==> config.mk <==
export PLATFORM = sky130hd
export DESIGN_NAME = spart_rx
export DESIGN_NICKNAME = d
export VERILOG_FILES = /design/src/rtl/spart_pkg.sv /design/src/rtl/spart_sync.sv /design/src/rtl/spart_rx.sv
export SDC_FILE = /design/constraint.sdc
export NUM_CORES = 1
export LEC_CHECK = 0
export CAP_MARGIN = 20
export CORE_ASPECT_RATIO = 1.5
export CORE_UTILIZATION = 61
export DETAILED_ROUTE_END_ITERATION = 8
export DONT_BUFFER_PORTS = 1
export GPL_TIMING_DRIVEN = 1
export HOLD_SLACK_MARGIN = 0.02
export PLACE_DENSITY_LB_ADDON = 0.08
export SYNTH_ARGS = -nofsm -noshare
export SYNTH_HDL_FRONTEND = slang
export SYNTH_SLANG_ARGS = --single-unit
==> constraint.sdc <==
create_clock -name clk -period 2.3 [get_ports clk]
set_clock_uncertainty 0.2 [all_clocks]
set_input_delay 0.46 -clock clk [delete_from_list [all_inputs] [get_ports clk]]
set_output_delay 0.46 -clock clk [all_outputs]
set_load 0.02 [all_outputs]
==> src/rtl/spart_pkg.sv <==
// Shared SPART types and constants: receive FSM states and oversampling helpers.
package spart_pkg;

  localparam int OVERSAMPLE_DEFAULT = 16;
  localparam int DATA_BITS_DEFAULT  = 8;

  function automatic int tick_mid(input int oversample);
    return oversample / 2 - 1;
  endfunction

  function automatic int tick_last(input int oversample);
    return oversample - 1;
  endfunction

  localparam int TICK_MID  = tick_mid(OVERSAMPLE_DEFAULT);
  localparam int TICK_LAST = tick_last(OVERSAMPLE_DEFAULT);

  typedef enum logic [2:0] {
    IDLE      = 3'd0,
    START     = 3'd1,
    DATA      = 3'd2,
    STOP      = 3'd3,
    WAIT_IDLE = 3'd4
  } rx_state_e;

endpackage

==> src/rtl/spart_sync.sv <==
// N-stage synchroniser for asynchronous single-bit inputs, with a selectable reset level.
module spart_sync #(
  parameter int   STAGES    = 2,
  parameter logic RESET_VAL = 1'b1
) (
  input  logic clk,
  input  logic rst,
  input  logic d_in,
  output logic d_out
);

  logic [STAGES-1:0] sync_q;
  logic [STAGES-1:0] sync_d;

  always_comb begin
    sync_d = {sync_q[STAGES-2:0], d_in};
  end

  always_ff @(posedge clk or posedge rst) begin
    if (rst) begin
      sync_q <= {STAGES{RESET_VAL}};
    end else begin
      sync_q <= sync_d;
    end
  end

  assign d_out = sync_q[STAGES-1];

endmodule

==> src/rtl/spart_rx.sv <==
// SPART receiver: oversampled 8N1 deserialiser with data-available, framing and overrun flags.
//
// state     | meaning
// ----------+-----------------------------------------------------------
// IDLE      | line idle, waiting for a low level on the synchronised rxd
// START     | counting to mid start bit to reject glitches
// DATA      | sampling data bits once per bit period, LSB first
// STOP      | sampling stop bit, then loading or flagging overrun
// WAIT_IDLE | stop bit was low; wait for line high so a break cannot retrigger
module spart_rx
  import spart_pkg::*;
#(
  parameter int DATA_BITS   = DATA_BITS_DEFAULT,
  parameter int OVERSAMPLE  = OVERSAMPLE_DEFAULT,
  parameter int SYNC_STAGES = 2
) (
  input  logic                 clk,
  input  logic                 rst,
  input  logic                 rx_enable,
  input  logic                 rxd,
  input  logic                 rd_strobe,
  output logic [DATA_BITS-1:0] rx_data,
  output logic                 rda,
  output logic                 framing_err,
  output logic                 overrun
);

  localparam int TW = $clog2(OVERSAMPLE);
  localparam int BW = $clog2(DATA_BITS + 1);
  localparam logic [TW-1:0] T_MID      = TW'(tick_mid(OVERSAMPLE));
  localparam logic [TW-1:0] T_LAST     = TW'(tick_last(OVERSAMPLE));
  localparam logic [BW-1:0] B_LAST_IDX = BW'(DATA_BITS - 1);

  logic rxd_s;

  rx_state_e            state_q, state_d;
  logic [TW-1:0]        tick_q, tick_d;
  logic [BW-1:0]        bit_q, bit_d;
  logic [DATA_BITS-1:0] shift_q, shift_d;
  logic [DATA_BITS-1:0] data_q, data_d;
  logic                 rda_q, rda_d;
  logic                 fe_q, fe_d;
  logic                 ovr_q, ovr_d;

  spart_sync #(
    .STAGES    (SYNC_STAGES),
    .RESET_VAL (1'b1)
  ) u_sync (
    .clk   (clk),
    .rst   (rst),
    .d_in  (rxd),
    .d_out (rxd_s)
  );

  always_comb begin
    state_d = state_q;
    tick_d  = tick_q;
    bit_d   = bit_q;
    shift_d = shift_q;
    data_d  = data_q;
    rda_d   = rda_q;
    fe_d    = fe_q;
    ovr_d   = ovr_q;

    // A read clears the flags; a completion on the same edge overrides below.
    if (rd_strobe) begin
      rda_d = 1'b0;
      fe_d  = 1'b0;
      ovr_d = 1'b0;
    end

    if (rx_enable) begin
      case (state_q)
        IDLE: begin
          if (!rxd_s) begin
            state_d = START;
            tick_d  = '0;
          end
        end
        START: begin
          if (tick_q == T_MID) begin
            if (rxd_s) begin
              state_d = IDLE;
            end else begin
              state_d = DATA;
              tick_d  = '0;
              bit_d   = '0;
            end
          end else begin
            tick_d = tick_q + TW'(1);
          end
        end
        DATA: begin
          if (tick_q == T_LAST) begin
            shift_d = {rxd_s, shift_q[DATA_BITS-1:1]};
            tick_d  = '0;
            bit_d   = bit_q + BW'(1);
            if (bit_q == B_LAST_IDX) begin
              state_d = STOP;
            end
          end else begin
            tick_d = tick_q + TW'(1);
          end
        end
        STOP: begin
          if (tick_q == T_LAST) begin
            if (rda_q && !rd_strobe) begin
              ovr_d = 1'b1;
            end else begin
              data_d = shift_q;
              rda_d  = 1'b1;
              fe_d   = ~rxd_s;
            end
            tick_d  = '0;
            state_d = rxd_s ? IDLE : WAIT_IDLE;
          end else begin
            tick_d = tick_q + TW'(1);
          end
        end
        WAIT_IDLE: begin
          if (rxd_s) begin
            state_d = IDLE;
          end
        end
        default: begin
          state_d = IDLE;
        end
      endcase
    end
  end

  always_ff @(posedge clk or posedge rst) begin
    if (rst) begin
      state_q <= IDLE;
      tick_q  <= '0;
      bit_q   <= '0;
      shift_q <= '0;
      data_q  <= '0;
      rda_q   <= 1'b0;
      fe_q    <= 1'b0;
      ovr_q   <= 1'b0;
    end else begin
      state_q <= state_d;
      tick_q  <= tick_d;
      bit_q   <= bit_d;
      shift_q <= shift_d;
      data_q  <= data_d;
      rda_q   <= rda_d;
      fe_q    <= fe_d;
      ovr_q   <= ovr_d;
    end
  end

  assign rx_data     = data_q;
  assign rda         = rda_q;
  assign framing_err = fe_q;
  assign overrun     = ovr_q;

endmodule

==> impl_metrics.json <==
{
  "synth_nets": 130,
  "layout_common_cells": "sky130_fd_sc_hd__dfrtp_1 (30), sky130_fd_sc_hd__mux2_2 (19), sky130_fd_sc_hd__nand2_1 (9)",
  "synthCells": 123,
  "numCtsBuffers": 5,
  "pin_slew_with_the_least_headroom_to_its_limit_ps": 510.9,
  "first_pass_iters": 4,
  "timing.critical_path.cells": "ha_1, nand4_1, nor3_2, a21boi_4, mux2_2",
  "ys_async_sr_fraction_pct": 100.0,
  "cts.repair_timing.setup_buffer_count": 0,
  "grt_start_max_net_pins": 33,
  "cp_data_required_time_ps": 2320,
  "post_cts.resized_instances": 0,
  "setup_viol_count_final": 0,
  "power.static_leakage_nw": 0.7580,
  "grt_pass1_wl_um": 4422,
  "layout_commonest_cell": "sky130_fd_sc_hd__dfrtp_1",
  "core_area_um2": 2260,
  "seq_area_frac_synth_pct": 53.81,
  "average_vias_per_placed_instance": 6.273,
  "die_height_um": 62.59,
  "cts_num_sinks": 32,
  "worstPathArrival_ps": 2130,
  "drive_above_1_share_pct": 32.06,
  "cp_max_fo": 9,
  "path_clk_slew_ps": 110,
  "achievable_frequency_mhz": 474.1,
  "critPathSlowestCell": "sky130_fd_sc_hd__dfrtp_1",
  "setup_total_negative_slack_ps": 0,
  "synth-edff-count": 0,
  "h-tree-depth": 2,
  "tritoncts": "done",
  "final_period_minus_worst_setup_slack_ps": 2109,
  "gpl.final_weighted_congestion": 0.9328,
  "vdd_ir_drop_max_v": 0.0006017,
  "nNetsFinal": 137,
  "synth-warning-count": 0,
  "floorplan.initialDensity_pct": 66.06,
  "grt_overflow_total": 0,
  "power.net_switching_uw": 531.9,
  "yosys_register_bits": 32,
  "synthesis.area_per_instance_um2": 12.14,
  "syn_area_um2": 1493,
  "min_path_type": "in -> reg",
  "dp_hpwl_um": 1761,
  "internal_power_mw": 1.023,
  "power_frac_comb_pct": 27.2,
  "crit_path_largest_cell_delay_ps": 400,
  "drt_drc_violations_left": 0,
  "layout_fillers": 186,
  "drt-initial-drc-count": 13,
  "die_w_um": 42.39,
  "finalMaxSlewViolations": 0,
  "synth_ff_type": "sky130_fd_sc_hd__dfrtp_1",
  "hold_violations": 0,
  "path_class": "reg -> reg",
  "diode_insertion_count_for_antenna_repair": 0,
  "min_period_over_period_pct": 91.71,
  "wl_per_cell_um": 16.59,
  "synthToLayoutAreaGrowth_pct": 6.957,
  "first_global_vias": 984,
  "worst_case_clock_buffer_depth": 2,
  "std_cell_rows": 21,
  "ant_nets": 0,
  "vias_after_detailed_routing": 966,
  "relSlewSlack_pct": 65.94,
  "clock_latency_ps": 330,
  "die-area_um2": 2653,
  "result_of_the_run": "completed",
  "worstSetupStartpointType": "flip-flop",
  "power.clock.fraction_pct": 19.8,
  "fin_total_pwr_mw": 1.555,
  "cpLargestDelayFamily": "flip-flops",
  "floorplan.io_pins": 16,
  "synth_cell_type_count": 40,
  "port-buffer-count": 0,
  "antenna_found_initial": 0,
  "critical_path.n_buffers_inverters": 0,
  "power.switching_fraction_pct": 34.21,
  "postRouteWirelength_um": 2555,
  "power.density_nw_per_um2": 973.9,
  "seq_power_share_pct": 52.9,
  "endpoint_kind": "flip-flop",
  "global_route.usage.total_pct": 22.26,
  "cap_violations": 0,
  "rsz_0062_raised_after_global_routing": "false",
  "cts_root_buffer": "sky130_fd_sc_hd__clkbuf_4"
}
## layout make-up
type / count / area [µm²] / area share [%]
Tap cell: 23 / 28.78 / 1.803
Timing Repair Buffer: 6 / 52.55 / 3.292
Clock inverter: 3 / 18.77 / 1.176
Sequential cell: 32 / 803.3 / 50.31
Multi-Input combinational cell: 80 / 636.9 / 39.89
Inverter: 5 / 18.77 / 1.176
Clock buffer: 5 / 37.54 / 2.351
## worst paths after layout
kind                                                  from                         end  slack [ps]  depth (start not counted)
worst min register to register  u_sync.sync_q[0]$_DFF_PP1_  u_sync.sync_q[1]$_DFF_PP1_         170                          0
worst max register to register       tick_q[1]$_DFFE_PP0P_      rx_data[5]$_DFFE_PP0P_         190                          5
max in group asynchronous                              rst  u_sync.sync_q[1]$_DFF_PP1_        1130                          3
worst max-delay path                 tick_q[1]$_DFFE_PP0P_      rx_data[5]$_DFFE_PP0P_         190                          5
min in group asynchronous                              rst      shift_q[6]$_DFFE_PP0P_         460                          3
worst min-delay path                             rx_enable      state_q[2]$_DFFE_PP0P_         100                          3
## sequential cells by signal (all words and copies together) (netlist names)
signal and flops:
rx_data 8, shift_q 8, bit_q 4, tick_q 4
state_q 3, u_sync.sync_q 2, framing_err 1, overrun 1
rda 1
## worst reg2reg max path, stage by stage, from the launching register on
cell                       delay, ps
sky130_fd_sc_hd__dfrtp_1         400
sky130_fd_sc_hd__ha_1            240
sky130_fd_sc_hd__nand4_1         150
sky130_fd_sc_hd__nor3_2          240
sky130_fd_sc_hd__a21boi_4        390
sky130_fd_sc_hd__mux2_2          380
## per-stage QoR
step | cell area (µm²) | hold slack [ps] | std cells | worst slack, ps | util (%)
floorplan | 1493 | 145.2 | 123 | 388.9 | -
global placement | 1510 | 146.1 | 143 | 246.3 | 66.83
detailed placement | 1510 | 155.7 | 143 | 209.6 | 66.83
CTS | 1597 | 88.23 | 154 | 191.8 | 70.65
global route | 1597 | 125.7 | 154 | 75.38 | 70.65
finish | 1597 | 95.60 | 154 | 190.7 | 70.65
## logic make-up (layout without fill, tap and decap cells)
| logic type | Yosys count | count (layout) | share of synthesized area, % |
|---|---|---|---|
| buffers and inverters | 11 | 19 | 3.521 |
| DFF | 32 | 32 | 53.81 |
| xor gates and xnor gates | 1 | 1 | 0.5869 |
| AOI/OAI and AO/OA | 25 | 25 | 12.74 |
| muxes | 22 | 22 | 16.35 |
| adders and majority gates | 2 | 2 | 1.676 |
| and+or+nand+nor | 30 | 30 | 11.32 |
## cell usage after synthesis, types with 2 or more instances
master                     instances  area [µm²]
sky130_fd_sc_hd__a21oi_1           5       25.02
sky130_fd_sc_hd__a31oi_1           4       25.02
sky130_fd_sc_hd__buf_2             3       15.01
sky130_fd_sc_hd__clkbuf_1          2       7.510
sky130_fd_sc_hd__dfrtp_1          30       750.7
sky130_fd_sc_hd__dfstp_2           2       52.55
sky130_fd_sc_hd__ha_1              2       25.02
sky130_fd_sc_hd__inv_1             5       18.77
sky130_fd_sc_hd__mux2_2           19       214.0
sky130_fd_sc_hd__mux2i_1           3       30.03
sky130_fd_sc_hd__nand2_1           9       33.78
sky130_fd_sc_hd__nand3_1           3       15.01
sky130_fd_sc_hd__nor2_1            4       15.01
sky130_fd_sc_hd__nor3_1            3       15.01
sky130_fd_sc_hd__o21ai_0           2       10.01
sky130_fd_sc_hd__o31ai_1           2       15.01
sky130_fd_sc_hd__or2b_1            2       15.01
## power by group through the flow
stage	registers [mW]	clock network (mW)	logic, mW
final	0.823	0.309	0.423
after global routing	0.846	0.337	0.473
after CTS	0.821	0.318	0.428
after detailed placement	0.831	0	0.423
after global placement	0.825	0	0.409
after floorplan	0.782	0	0.375
## per-layer routing
metal	vias to the layer above	wire [µm]	track usage, %	share of wire (%)
li1	463	-	-	-
met1	481	1051	26.19	41
met2	17	1352	37.50	53
met3	5	99	6.936	3.9
met4	0	51	8.203	2.0
met5	-	0	0	0
## timing repair
item	CTS	global route
hold buffers	3	0
endpoints found under the setup margin	0	0
hold endpoints to repair	32	0
Power figures use the tool's default switching activity.
==> variant 1, RTL diff (config.mk and constraints unchanged) <==
Change the package constant `OVERSAMPLE_DEFAULT` from 16 to 32.
--- a/src/rtl/spart_pkg.sv
+++ b/src/rtl/spart_pkg.sv
@@ -1,7 +1,7 @@
 // Shared SPART types and constants: receive FSM states and oversampling helpers.
 package spart_pkg;
 
-  localparam int OVERSAMPLE_DEFAULT = 16;
+  localparam int OVERSAMPLE_DEFAULT = 32;
   localparam int DATA_BITS_DEFAULT  = 8;
 
   function automatic int tick_mid(input int oversample);
Function: no difference found for any inputs over 10 cycles, from zero or initial values and one cycle with rst high; that may be too few to reach the edited logic, so the function may still have changed.
==> variant 1 against the unedited design <==
Synthesized area is 4.6% higher; routed wire length is 11% higher; setup slack worse by 120 ps; final area is 9.8% higher; utilization is 1.7 points higher; total power is 1.5% lower; combinational power hardly changed; sequential cell count is 1 higher; critical path type unchanged.
==> variant 1: results <==
metrics = {
    "worst_setup_path": {
        "cp_max_fo": 3,
        "worstPathArrival_ps": 2280,
        "cp_top_family": "simple AND/OR/NAND/NOR gates",
        "critical_path.startpoint": "tick_q[0]",
    },
    "routing": {
        "drt-initial-drc-count": 24,
        "wl_per_cell_um": 16.6,
        "wl_met2_um": 1510,
    },
    "logic_synthesis": {
        "synth_xor_area_share_pct": 1.12,
        "ys_seq_area_share_pct": 53.0,
        "synth_commonest_cells": "dfrtp_1 (31), mux2_2 (17), nand2_1 (12), inv_1 (8), nor2_1 (7)",
        "synth_cell_types": 35,
        "syn_inst": 133,
        "synth-adder-area-share_pct": 4.01,
        "synth_area_leaders": "dfrtp_1 (50%), mux2_2 (12%), ha_1 (4.0%), dfstp_2 (3.4%), nand2_1 (2.9%)",
        "syn_nets": 143,
        "synth-compound-area-share_pct": 10.9,
    },
    "placed_design": {
        "place_hpwl_um": 2030,
        "place_congestion": 0.826,
        "pre_cts_ws_ps": 23.4,
        "postPlaceCellArea_sq_mm": 0.00162,
    },
    "pwr": {
        "pwr_density_cell_mw_per_mm2": 874,
        "seqPwrFrac_pct": 51.3,
        "p_comb_uw": 424,
        "leakage_uw": 0.000844,
    },
    "grt": {
        "grt_util_met1_pct": 30.7,
        "grt_use_met3_pct": 8.76,
        "grt_max_degree": 24,
        "grt_pass1_vias": 1073,
    },
    "clocking": {
        "cts_setup_buffers": 1,
        "cts_resized": 1,
    },
    "cells_and_area": {
        "instances_no_fill": 170,
    },
    "run_status": {
        "status": "finished, final reports clean",
    },
    "timing": {
        "tightest_slew_ps": 514,
    },
}
variant 1: cell type report:
cell class,count,area (sq um)
clock buffer,7,55.1
sequential,33,828
inverter,8,30.0
tap,24,30.0
timing repair buffer,9,100
fill,177,669
multi-input combinational,89,709
variant 1: final timing paths:
| path | slack [ps] | depth (start not counted) | endpoint |
|---|---|---|---|
| worst max-delay path | 70 | 7 | tick_q[2] |
| worst min-delay path | 110 | 1 | rda |
| min in group asynchronous | 380 | 2 | tick_q[0] |
| worst min register to register | 160 | 0 | u_sync.sync_q[1] |
| max in group asynchronous | 950 | 3 | u_sync.sync_q[1] |
| worst max register to register | 70 | 7 | tick_q[2] |
variant 1: cell families (layout without fill, tap and decap cells):
logic type                 Yosys count  after routing
and+or+nand+nor                     41             41
DFF                                 33             33
AOI/OAI and AO/OA                   23             23
muxes                               18             18
buffers and inverters               11             24
adders and majority gates            5              5
xor gates and xnor gates             2              2
==> variant 2, RTL diff (same flow settings) <==
Made on the original files. Encoding of `rx_state_e`: now Gray code (3 bits for 5 states).
--- a/src/rtl/spart_pkg.sv
+++ b/src/rtl/spart_pkg.sv
@@ -16,11 +16,11 @@
   localparam int TICK_LAST = tick_last(OVERSAMPLE_DEFAULT);
 
   typedef enum logic [2:0] {
-    IDLE      = 3'd0,
-    START     = 3'd1,
-    DATA      = 3'd2,
-    STOP      = 3'd3,
-    WAIT_IDLE = 3'd4
+    IDLE      = 3'b000,
+    START     = 3'b001,
+    DATA      = 3'b011,
+    STOP      = 3'b010,
+    WAIT_IDLE = 3'b110
   } rx_state_e;
 
 endpackage
Formal check against the unedited RTL: same outputs for any inputs over 10 cycles, from zero or initial values and one cycle with rst high; not proved beyond that.
==> variant 2 against the unedited design <==
Cell count is 3.9% higher; routed wire length increased by 9.3%; synthesized area increased by 2.8%; sequential power down 12%; setup slack got worse by 60 ps; total power rose by 0.85%; die area is 2.7% higher; sequential cell count did not move; final area up 4.1%; critical path type unchanged; critical endpoint is now rx_data[7]; largest power group unchanged; highest routed layer unchanged.
==> variant 2: results <==
metrics = {
    "placed_design": {
        "pre_cts_ws_ps": 136,
        "place_hpwl_um": 1920,
        "dpl.cell_count": 149,
        "place_congestion": 0.920,
    },
    "logic_synthesis": {
        "synth_mux_area_share_pct": 16.5,
        "ys_seq_area_share_pct": 52.4,
        "synth-compound-area-share_pct": 13.0,
        "synth_commonest_cells": "dfrtp_1 (30), mux2_2 (9), mux2_4 (8), inv_1 (7), a21oi_1 (6)",
        "syn_nets": 133,
        "avgSynthCellArea_sq_um": 12.2,
        "synth-adder-area-share_pct": 1.63,
        "synth_xor_area_share_pct": 1.71,
        "synth_area_leaders": "dfrtp_1 (49%), mux2_4 (7.8%), mux2_2 (6.6%), dfstp_2 (3.4%), a21oi_1 (2.0%)",
    },
    "routing": {
        "drt-initial-drc-count": 21,
        "num_vias": 990,
        "wl_per_cell_um": 17.5,
    },
    "cells_and_area": {
        "num-fill-cells": 172,
        "post-route-cell-area_sq_mm": 0.00166,
        "fin_nets": 143,
        "instances_no_fill": 160,
    },
    "timing": {
        "fin_hold_ws_ps": 83.5,
        "max_slew_margin_pct": 73.4,
        "fin_crit_sh_pct": 94.3,
    },
    "worst_setup_path": {
        "cp_max_fo": 10,
        "critical_path.startpoint": "tick_q[0]",
        "r2r_setup_slack_ps": 130,
    },
    "clocking": {
        "clk_pin_slew_worst_paths_ps": 90,
    },
    "run_status": {
        "status": "finished, final reports clean",
    },
    "pwr": {
        "switchingPower_uw": 525,
        "clock_power_share_pct": 21.0,
        "leakage_uw": 0.000810,
        "peakVddDrop_mv": 0.641,
        "seqPwrFrac_pct": 46.3,
    },
    "grt": {
        "grt_usage_pct": 24.1,
        "grt_pass1_wl_um": 4890,
    },
    "min_path": {
        "hold_depth": 2,
    },
}
## variant 2: changes by cell type in the layout (fill, tap and decap cells not counted), sizes merged, moves of 3 or more
cell / change
buf: +5
and3: +4
clkinv: -3
nand2b: +4
nand2: -5
clkbuf: +3
## variant 2: critical path: stages, from the launching register on
cell     delay, ps
dfrtp_1        400
ha_1           270
nand3_1        180
or4b_4         680
mux2_4         340
## variant 2: routing by layer
| metal | share of wire (%) | GRT usage (%) | vias up |
|---|---|---|---|
| met5 | 0 | 0 | - |
| met1 | 45 | 31.4 | 492 |
| met4 | 2.0 | 11.0 | 0 |
| met2 | 50 | 37.9 | 15 |
| met3 | 3.3 | 5.44 | 5 |
| li1 | - | - | 478 |
## variant 2: cell type report
cell class                      instances  share of cell area (%)
Tap cell                               23                    1.73
Sequential cell                        32                    48.3
Inverter                                7                    1.58
Timing Repair Buffer                   11                    5.42
Clock buffer                            8                    3.54
Multi-Input combinational cell         79                    39.4
